[config.mk]
export PLATFORM = sky130hd
export DESIGN_NAME = clk_phase_align_flat
export DESIGN_NICKNAME = d
export VERILOG_FILES = /design/src/rtl/clk_phase_align_pkg.sv /design/src/rtl/clk_phase_align_if.sv /design/src/rtl/clk_phase_align_timeout_counter.sv /design/src/rtl/clk_phase_align.sv /design/src/flat_wrapper.sv
export SDC_FILE = /design/constraint.sdc
export NUM_CORES = 1
export LEC_CHECK = 0
export ABC_CLOCK_PERIOD_IN_PS = 3800
export BUFFER_PORTS_ARGS = -buffer_cell sky130_fd_sc_hd__buf_2
export CAP_MARGIN = 10
export CORE_MARGIN = 3
export CORE_UTILIZATION = 40
export CTS_CLUSTER_DIAMETER = 40
export DETAILED_ROUTE_END_ITERATION = 10
export GPL_TIMING_DRIVEN = 0
export SLEW_MARGIN = 20
export SYNTH_ARGS = -nofsm -noshare
export SYNTH_HDL_FRONTEND = slang
export SYNTH_SLANG_ARGS = --single-unit
export TNS_END_PERCENT = 100
[constraint.sdc]
create_clock -name clk_i -period 3.8 [get_ports clk_i]
set_input_delay 0 -clock clk_i [delete_from_list [all_inputs] [get_ports clk_i]]
set_output_delay 0 -clock clk_i [all_outputs]
set_load 0.05 [all_outputs]
[src/rtl/clk_phase_align_pkg.sv]
// Shared types and constants for the MMCM phase-alignment controller.
package clk_phase_align_pkg;

    typedef enum logic [2:0] {
        StRst,
        StWaitLock,
        StIdle,
        StStep,
        StWaitDone
    } state_e;

    localparam int unsigned RelockCntWidth = 8;

    function automatic logic [RelockCntWidth-1:0] sat_inc(input logic [RelockCntWidth-1:0] v);
        return (&v) ? v : v + RelockCntWidth'(1);
    endfunction

endpackage

[src/rtl/clk_phase_align_if.sv]
// MMCM reset/lock and dynamic phase-shift port bundle.
interface clk_phase_align_if;

    logic rst;
    logic psen;
    logic psincdec;
    logic locked;
    logic psdone;

    modport master (
        output rst,
        output psen,
        output psincdec,
        input  locked,
        input  psdone
    );

    modport slave (
        input  rst,
        input  psen,
        input  psincdec,
        output locked,
        output psdone
    );

endinterface

[src/rtl/clk_phase_align_timeout_counter.sv]
// Free-running up-counter with clear and a terminal-count flag at limit_i - 1.
module timeout_counter #(
    parameter int unsigned Width = 8
) (
    input  logic             clk_i,
    input  logic             rst_n_i,
    input  logic             clr_i,
    input  logic [Width-1:0] limit_i,
    output logic             tc_o
);

    logic [Width-1:0] cnt_q, cnt_d;

    assign tc_o = (cnt_q == limit_i - Width'(1));

    // Wrapping on terminal count lets the next timed state start from zero.
    always_comb begin
        cnt_d = cnt_q + Width'(1);
        if (clr_i || tc_o) begin
            cnt_d = '0;
        end
    end

    always_ff @(posedge clk_i or negedge rst_n_i) begin
        if (!rst_n_i) begin
            cnt_q <= '0;
        end else begin
            cnt_q <= cnt_d;
        end
    end

endmodule

[src/rtl/clk_phase_align.sv]
// Sequences MMCM reset/lock, then steps the dynamic phase shifter to a signed target,
// recovering automatically from lock loss or a stalled PSDONE handshake.
module clk_phase_align
    import clk_phase_align_pkg::*;
#(
    parameter int unsigned PHASE_BITS      = 10,
    parameter int unsigned MMCM_RST_CYCLES = 8,
    parameter int unsigned LOCK_TIMEOUT    = 65535,
    parameter int unsigned PSDONE_TIMEOUT  = 255
) (
    input  logic                         clk_i,
    input  logic                         rst_n_i,
    input  logic signed [PHASE_BITS-1:0] target_i,
    input  logic                         target_wr_i,
    clk_phase_align_if.master            mmcm,
    output logic signed [PHASE_BITS-1:0] phase_o,
    output logic                         locked_o,
    output logic                         busy_o,
    output logic [RelockCntWidth-1:0]    relock_cnt_o
);

    localparam int unsigned MaxA   = (MMCM_RST_CYCLES > LOCK_TIMEOUT) ? MMCM_RST_CYCLES
                                                                      : LOCK_TIMEOUT;
    localparam int unsigned MaxCnt = (MaxA > PSDONE_TIMEOUT) ? MaxA : PSDONE_TIMEOUT;
    localparam int unsigned TimerW = $clog2(MaxCnt + 1);

    state_e                        state_q;
    logic signed [PHASE_BITS-1:0]  target_q, phase_q;
    logic signed [PHASE_BITS-1:0]  target_nxt, phase_stepped;
    logic                          mmcm_rst_q, psen_q, psincdec_q, locked_q, busy_q;
    logic [RelockCntWidth-1:0]     relock_q;
    logic [TimerW-1:0]             limit;
    logic                          timer_clr, timer_tc, recover;

    assign target_nxt    = target_wr_i ? target_i : target_q;
    assign phase_stepped = psincdec_q ? phase_q + PHASE_BITS'(1) : phase_q - PHASE_BITS'(1);

    always_comb begin
        case (state_q)
            StRst:      limit = TimerW'(MMCM_RST_CYCLES);
            StWaitLock: limit = TimerW'(LOCK_TIMEOUT);
            default:    limit = TimerW'(PSDONE_TIMEOUT);
        endcase
    end

    // Lock loss in WAIT_DONE leaves mid-count, so clear there explicitly.
    assign timer_clr = (state_q == StIdle) || (state_q == StStep) ||
                       ((state_q == StWaitDone) && !mmcm.locked);

    timeout_counter #(
        .Width (TimerW)
    ) u_timer (
        .clk_i   (clk_i),
        .rst_n_i (rst_n_i),
        .clr_i   (timer_clr),
        .limit_i (limit),
        .tc_o    (timer_tc)
    );

    assign recover = ((state_q == StWaitLock) && !mmcm.locked && timer_tc) ||
                     ((state_q == StIdle) && !mmcm.locked) ||
                     ((state_q == StWaitDone) &&
                      (!mmcm.locked || (!mmcm.psdone && timer_tc)));

    always_ff @(posedge clk_i or negedge rst_n_i) begin
        if (!rst_n_i) begin
            target_q <= '0;
        end else if (target_wr_i) begin
            target_q <= target_i;
        end
    end

    always_ff @(posedge clk_i or negedge rst_n_i) begin
        if (!rst_n_i) begin
            state_q    <= StRst;
            mmcm_rst_q <= 1'b1;
            psen_q     <= 1'b0;
            psincdec_q <= 1'b0;
            phase_q    <= '0;
            locked_q   <= 1'b0;
            busy_q     <= 1'b1;
            relock_q   <= '0;
        end else if (recover) begin
            state_q    <= StRst;
            mmcm_rst_q <= 1'b1;
            psen_q     <= 1'b0;
            phase_q    <= '0;
            locked_q   <= 1'b0;
            busy_q     <= 1'b1;
            relock_q   <= sat_inc(relock_q);
        end else begin
            case (state_q)
                StRst: begin
                    if (timer_tc) begin
                        state_q    <= StWaitLock;
                        mmcm_rst_q <= 1'b0;
                    end
                end
                StWaitLock: begin
                    if (mmcm.locked) begin
                        state_q  <= StIdle;
                        locked_q <= 1'b1;
                        busy_q   <= (target_nxt != phase_q);
                    end
                end
                StIdle: begin
                    if (target_q != phase_q) begin
                        state_q    <= StStep;
                        psen_q     <= 1'b1;
                        psincdec_q <= (target_q > phase_q);
                        busy_q     <= 1'b1;
                    end else begin
                        busy_q <= (target_nxt != phase_q);
                    end
                end
                StStep: begin
                    state_q <= StWaitDone;
                    psen_q  <= 1'b0;
                end
                StWaitDone: begin
                    if (mmcm.psdone) begin
                        state_q <= StIdle;
                        phase_q <= phase_stepped;
                        busy_q  <= (target_nxt != phase_stepped);
                    end
                end
                default: state_q <= StRst;
            endcase
        end
    end

    assign mmcm.rst      = mmcm_rst_q;
    assign mmcm.psen     = psen_q;
    assign mmcm.psincdec = psincdec_q;
    assign phase_o       = phase_q;
    assign locked_o      = locked_q;
    assign busy_o        = busy_q;
    assign relock_cnt_o  = relock_q;

endmodule
[src/flat_wrapper.sv]
// flat-port wrapper written by rule: the top's interface ports become plain ports
module clk_phase_align_flat import clk_phase_align_pkg::*;
#(
    parameter int unsigned PHASE_BITS      = 10,
    parameter int unsigned MMCM_RST_CYCLES = 8,
    parameter int unsigned LOCK_TIMEOUT    = 65535,
    parameter int unsigned PSDONE_TIMEOUT  = 255
)
  (clk_i, rst_n_i, target_i, target_wr_i, phase_o, locked_o, busy_o, relock_cnt_o, mmcm_rst, mmcm_psen, mmcm_psincdec, mmcm_locked, mmcm_psdone);
  clk_phase_align_if mmcm_i ();
  input  logic clk_i;
  input  logic rst_n_i;
  input  logic signed [PHASE_BITS-1:0] target_i;
  input  logic target_wr_i;
  output logic signed [PHASE_BITS-1:0] phase_o;
  output logic locked_o;
  output logic busy_o;
  output logic [RelockCntWidth-1:0] relock_cnt_o;
  output wire logic [$bits(mmcm_i.rst)-1:0] mmcm_rst;
  output wire logic [$bits(mmcm_i.psen)-1:0] mmcm_psen;
  output wire logic [$bits(mmcm_i.psincdec)-1:0] mmcm_psincdec;
  input wire logic [$bits(mmcm_i.locked)-1:0] mmcm_locked;
  input wire logic [$bits(mmcm_i.psdone)-1:0] mmcm_psdone;
  assign mmcm_rst = mmcm_i.rst;
  assign mmcm_psen = mmcm_i.psen;
  assign mmcm_psincdec = mmcm_i.psincdec;
  assign mmcm_i.locked = mmcm_locked;
  assign mmcm_i.psdone = mmcm_psdone;
  clk_phase_align #(.PHASE_BITS(PHASE_BITS), .MMCM_RST_CYCLES(MMCM_RST_CYCLES), .LOCK_TIMEOUT(LOCK_TIMEOUT), .PSDONE_TIMEOUT(PSDONE_TIMEOUT)) u_core (.clk_i(clk_i), .rst_n_i(rst_n_i), .target_i(target_i), .target_wr_i(target_wr_i), .mmcm(mmcm_i), .phase_o(phase_o), .locked_o(locked_o), .busy_o(busy_o), .relock_cnt_o(relock_cnt_o));
endmodule
==> impl_metrics.toml, run 1 <==
[route]
via_per_inst = 5.41
first_pass_iters = 4
num_vias = 2793
ant_nets = 0
drtIter0Drc = 95
drc = 0
drt-total-wl_um = 7810
routedWlPerCell_um = 15.1

[cts]
clkTransAtPathRegs_ps = 90
htreeDepth = 2
cts_sinks = 52
post-cts-setup-buffer-count = 0
clkLatencyLatePin_ps = 300
cts_resized = 0
cts_tree = "done"
cts-root-buf = "clkbuf_8"
ctsHoldBuffers = 3
cts_buffer_depth = 2
cts_made_buffers = 5

[timing]
finClkSkew_ps = 9.94
setup_violations = 0
rsz0062_at_grt = "false"
timing.hold.ws_ps = 13.2
fin_tns_setup_ps = 0
finalMaxSlewViolations = 0
min_period_ps = 3260
worst_slew_pin_slew_ps = 1010
finalCritPeriodShare_pct = 85.8
setup_ws_ps = 539
finalHoldViolCount = 0
max_freq_mhz = 307
relSlewSlack_pct = 31.9

[synthesis]
avgSynthCellArea_um2 = 9.42
synth_cells = 365
async_flop_share_pct = 100
ys_seq_area_share_pct = 37.9
synth_seq_cells = 52
yosysUniqueCellTypes = 55
synth_area_um2 = 3440
synthFlopType = "dfrtp_1"
synth_fp_nets = 401
yosysWarnings = 0
synth_edf_count = 0

[final_layout]
finalCoreUtilization_pct = 46.5
layout_commonest_cell = "dfrtp_1"
nFillCells = 810
multiInputGateArea_um2 = 1980
layout.area.seq_um2 = 1300
n_antenna_cell = 0
areaGrowthSynthToFinish_pct = 12.3
finalInstanceArea_um2 = 3860
layout.nets = 446
drive_gt1_share_pct = 13.1
layout.cells.non_filler = 516
final_cell_mix = "dfrtp_1 (50), buf_2 (34), nor2_1 (31), xnor2_1 (28), inv_1 (27)"

[min_path]
hold_depth = 3
min_path_type = "in2reg"

[worst_setup_path]
cp-end-kind = "flip-flop"
critical_path.slowest_cell = "dfrtp_1"
crit_chain = "inv_1 -> ha_1 -> clkbuf_1 -> a21oi_1 -> o21ai_0 -> o22ai_1 -> o221ai_1 -> nor4b_1 -> nand4b_1 -> a211o_1"
cp_data_arrival_time_ps = 3490
required_ps = 4030
startpoint_type = "flip-flop"
cp_max_fo = 9
worstSetupPathType = "reg2reg"
slowest_delay_ps = 470
rr_worst_depth = 10

[global_routing]
antenna_found_initial = 0
grt_max_degree = 53
grt_pass1_wl_um = 13000
grt-ovfl-total = 0
grt_pass1_vias = 2607
grt_usage_pct = 16.4

[die]
num_rows = 33
start_util_pct = 41.4
dieArea_um2 = 9740
fp.dieH_um = 98.7
coreArea_um2 = 8300
die_w_um = 98.7
io_pins = 38

[placed_design]
place_area_um2 = 3750
io_buffer_count = 35
place_hpwl_um = 5930
gp_congestion = 0.914
placed_cells = 505
post-place-ws_ps = 575

[run]
cap_viol_max_count = 0

[pwr]
p_leak_nw = 1.77
p_total_mw = 2.98
powerDensity_nw_per_um2 = 772
peakVddDrop_v = 0.000404

[status]
status = "completed"
[metal layers]
| layer | track usage, % | vias up | wire, um | part of all wire, % |
|---|---|---|---|---|
| li1 | - | 1375 | - | - |
| met1 | 23.5 | 1364 | 3790 | 49 |
| met2 | 26.2 | 46 | 3710 | 48 |
| met3 | 2.26 | 8 | 202 | 2.6 |
| met4 | 4.20 | 0 | 105 | 1.3 |
| met5 | 0 | - | 0 | 0 |
[worst paths after layout]
kind / endpoint / slack (ps) / from
max: u_core.busy_o / 540 / u_core.mmcm.psincdec
min reg2reg: u_core.mmcm.rst / 490 / u_core.mmcm.rst
max reg2reg: u_core.busy_o / 540 / u_core.mmcm.psincdec
min: u_core.target_q[3] / 10 / target_i[3]
max in group asynchronous: u_core.state_q[0] / 3090 / rst_n_i
min in group asynchronous: u_core.target_q[1] / 270 / rst_n_i
[final cells by class]
| cell class | instances | share of cell area [%] |
|---|---|---|
| multi-input cells | 274 | 51.3 |
| flip-flops and latches | 52 | 33.8 |
| repair buffers | 38 | 5.38 |
| well taps | 105 | 3.40 |
| inverters | 27 | 2.62 |
| clock buffers | 6 | 1.88 |
| plain buffers | 12 | 1.36 |
| clock inverters | 2 | 0.324 |
[power breakdown]
part           internal, mW  switching [mW]  total (mW)
combinational         0.681            1.14        1.82
sequential            0.688           0.167       0.856
clock                 0.129           0.180       0.309
[critical path: cells and delay by family (launching register included)]
kind / cells / cell delay, ps
AO/OA/AOI/OAI: 5 / 1280
adder cells (fa/ha/maj): 1 / 300
buffers and inverters: 2 / 530
flip-flops: 1 / 470
AND/OR/NAND/NOR: 2 / 630
[synth_stat cells, types with 6 or more instances]
cell type	instances	area [um^2]
and3_1	6	37.5
ha_1	20	250
o21ai_0	11	55.1
a21oi_1	18	90.1
nand4_1	12	75.1
nor2_1	31	116
nand2_1	26	97.6
o31ai_1	8	60.1
nand2b_1	7	43.8
inv_1	27	101
mux2i_1	9	90.1
dfrtp_1	50	1250
xnor2_1	28	245
clkbuf_1	10	37.5
o21a_1	6	45.0
nand3_1	11	55.1
xor2_1	14	123
[cell families (layout without fill, tap and decap cells)]
| group | Yosys count | in the layout | synth area share [%] |
|---|---|---|---|
| and+or+nand+nor | 131 | 131 | 20.9 |
| AOI/OAI and AO/OA | 65 | 65 | 12.8 |
| DFF | 52 | 52 | 37.9 |
| xor gates and xnor gates | 45 | 45 | 12.5 |
| buffers and inverters | 39 | 85 | 4.48 |
| adders and majority gates | 21 | 21 | 7.86 |
| muxes | 12 | 12 | 3.60 |
[sequential cells by signal, summed over array words and instances, names as in the netlist]
name,count
u_core.mmcm.psincdec,1
u_core.mmcm.rst,1
u_core.mmcm.psen,1
u_core.phase_o,10
u_core.locked_o,1
u_core.state_q,3
u_core.target_q,10
u_core.u_timer.cnt_q,16
u_core.busy_o,1
u_core.relock_cnt_o,8
Note: power is estimated with default switching activity, not from simulation.
==> run 2: changes to the inputs <==
HOLD_SLACK_MARGIN = 0.1   (was default)
==> run 2 against run 1 <==
Sequential share of layout area fell by 0.69 points. Cell count rose by 1.6%. Flip-flop and latch count did not move. Sequential power barely moved. Highest routed layer unchanged. Clock skew barely moved. Non-clock buffer count rose by 8. Global-route usage rose by 0.18 points. Register-to-register slack got worse by 30 ps. Critical path depth did not move.
==> impl_metrics.toml, run 2 (synthesis results as in run 1) <==
[die]
dieArea_um2 = 9740
num_rows = 33
io_pins = 38
coreArea_um2 = 8300
die_w_um = 98.7
start_util_pct = 41.4
fp.dieH_um = 98.7

[final_layout]
layout.nets = 454
drive_gt1_share_pct = 12.9
top_register = "u_core.u_timer.cnt_q"
final_cell_mix = "dfrtp_1 (50), buf_2 (34), nor2_1 (31), xnor2_1 (28), inv_1 (27)"
areaGrowthSynthToFinish_pct = 14.7
layout_commonest_cell = "dfrtp_1"
largest_reg_flops = 16
n_antenna_cell = 0

[route]
drc = 0
num_vias = 2828
maxUsedRoutingLayer = "met4"
ant_nets = 0
wl_met2_um = 3730
routedWlPerCell_um = 15.0
met1_length_um = 3820
via_per_inst = 5.40
drtIter0Drc = 99
wl_met3_um = 211
first_pass_iters = 4
drt-total-wl_um = 7860

[placed_design]
place_hpwl_um = 5930
gp_congestion = 0.914
post-place-ws_ps = 575
io_buffer_count = 35

[worst_setup_path]
startpoint_type = "flip-flop"
crit_family = "compound AO/OA/AOI/OAI gates"
worstSetupPathType = "reg2reg"
cp-end-kind = "flip-flop"
critical_path.slowest_cell = "dfrtp_1"
regToRegSetupSlack_ps = 510
crit_chain = "inv_1 -> ha_1 -> clkbuf_1 -> a21oi_1 -> o21ai_0 -> o22ai_1 -> o221ai_1 -> nor4b_1 -> nand4b_1 -> a211o_1"
reg2reg_to = "u_core.busy_o"
rr_worst_depth = 10
cp_max_fo = 9
slowest_delay_ps = 470
cp_data_arrival_time_ps = 3520
r2r_start = "u_core.mmcm.psincdec"
required_ps = 4030
crit_buf_inv = 2

[global_routing]
antenna_found_initial = 0
grt_max_degree = 53
grt_pass1_vias = 2652
grt_usage_pct = 16.6
grt_pass1_wl_um = 13100
grt-ovfl-total = 0

[cts]
htreeDepth = 2
clkLatencyLatePin_ps = 300
cts_resized = 0
cts_buffer_depth = 2
cts_tree = "done"
clkTransAtPathRegs_ps = 100
cts-root-buf = "clkbuf_8"
cts_sinks = 52
cts_made_buffers = 5

[timing]
relSlewSlack_pct = 31.9
finalCritPeriodShare_pct = 86.5
worst_slew_pin_slew_ps = 1010
finClkSkew_ps = 10.3
setup_violations = 0
finalMaxSlewViolations = 0
timing.hold.ws_ps = 134
rsz0062_at_grt = "false"
max_freq_mhz = 304
finalHoldViolCount = 0
setup_ws_ps = 513
min_period_ps = 3290
fin_tns_setup_ps = 0

[min_path]
hold_end = "u_core.locked_o"
hold_start = "mmcm_locked"
min_path_type = "in2reg"
hold_depth = 3

[run]
cap_viol_max_count = 0

[pwr]
peakVddDrop_v = 0.000406
p_total_mw = 2.99
p_leak_nw = 1.80
powerDensity_nw_per_um2 = 758

[status]
status = "completed"
==> run 2: cell count changes in the layout (fill, tap and decap cells not counted) <==
cell           before  now
dlygate4sd3_1       3   11
==> run 2: per-layer routing <==
layer | track usage [%] | vias up
met5 | 0 | -
met4 | 4.20 | 0
met3 | 2.26 | 7
met2 | 26.7 | 48
met1 | 23.6 | 1383
li1 | - | 1390
==> run 2: timing repair <==
item,in CTS,in global routing
endpoints found under the hold margin,62,0
setup buffers,0,0
hold buffers,11,0
==> run 2: how the worst max path moves through the flow <==
stage                             from                end  slack (ps)  cells after the start
2_1_floorplan     u_core.mmcm.psincdec      u_core.busy_o         860                     10
3_3_place_gp      u_core.mmcm.psincdec      u_core.busy_o         530                     10
3_5_place_dp   u_core.u_timer.cnt_q[4]  u_core.phase_o[2]         580                      6
4_1_cts        u_core.u_timer.cnt_q[3]  u_core.phase_o[2]         560                      6
5_1_grt           u_core.mmcm.psincdec      u_core.busy_o         240                     10
6_report          u_core.mmcm.psincdec      u_core.busy_o         510                     10
==> run 2: power breakdown <==
group	switching [mW]	leakage, nW	internal (mW)
clock network	0.179	0.0412	0.129
registers	0.166	0.660	0.688
logic	1.14	1.10	0.687
total	1.48	1.80	1.50
==> run 2: through the flow <==
stage	util, %	instances	cell area (um^2)
after floorplan	-	365	3440
after global routing	47.5	524	3940
after global placement	45.1	505	3740
after detailed placement	45.2	505	3750
after CTS	47.5	524	3940
final	47.5	524	3940
==> run 2: cell type report <==
class / count / area, um^2
Clock inverter: 2 / 12.5
Tap cell: 105 / 131
Clock buffer: 6 / 72.6
Multi-Input combinational cell: 274 / 1980
Timing Repair Buffer: 46 / 288
Sequential cell: 52 / 1300
Buffer: 12 / 52.6
Inverter: 27 / 101
Fill cell: 802 / 4360
==> run 2: worst register-to-register path, stage by stage, from the launching register on <==
cell      delay, ps
dfrtp_1         470
inv_1           350
ha_1            300
clkbuf_1        190
a21oi_1         180
o21ai_0         180
o22ai_1         410
o221ai_1        200
nor4b_1         450
nand4b_1        190
a211o_1         320
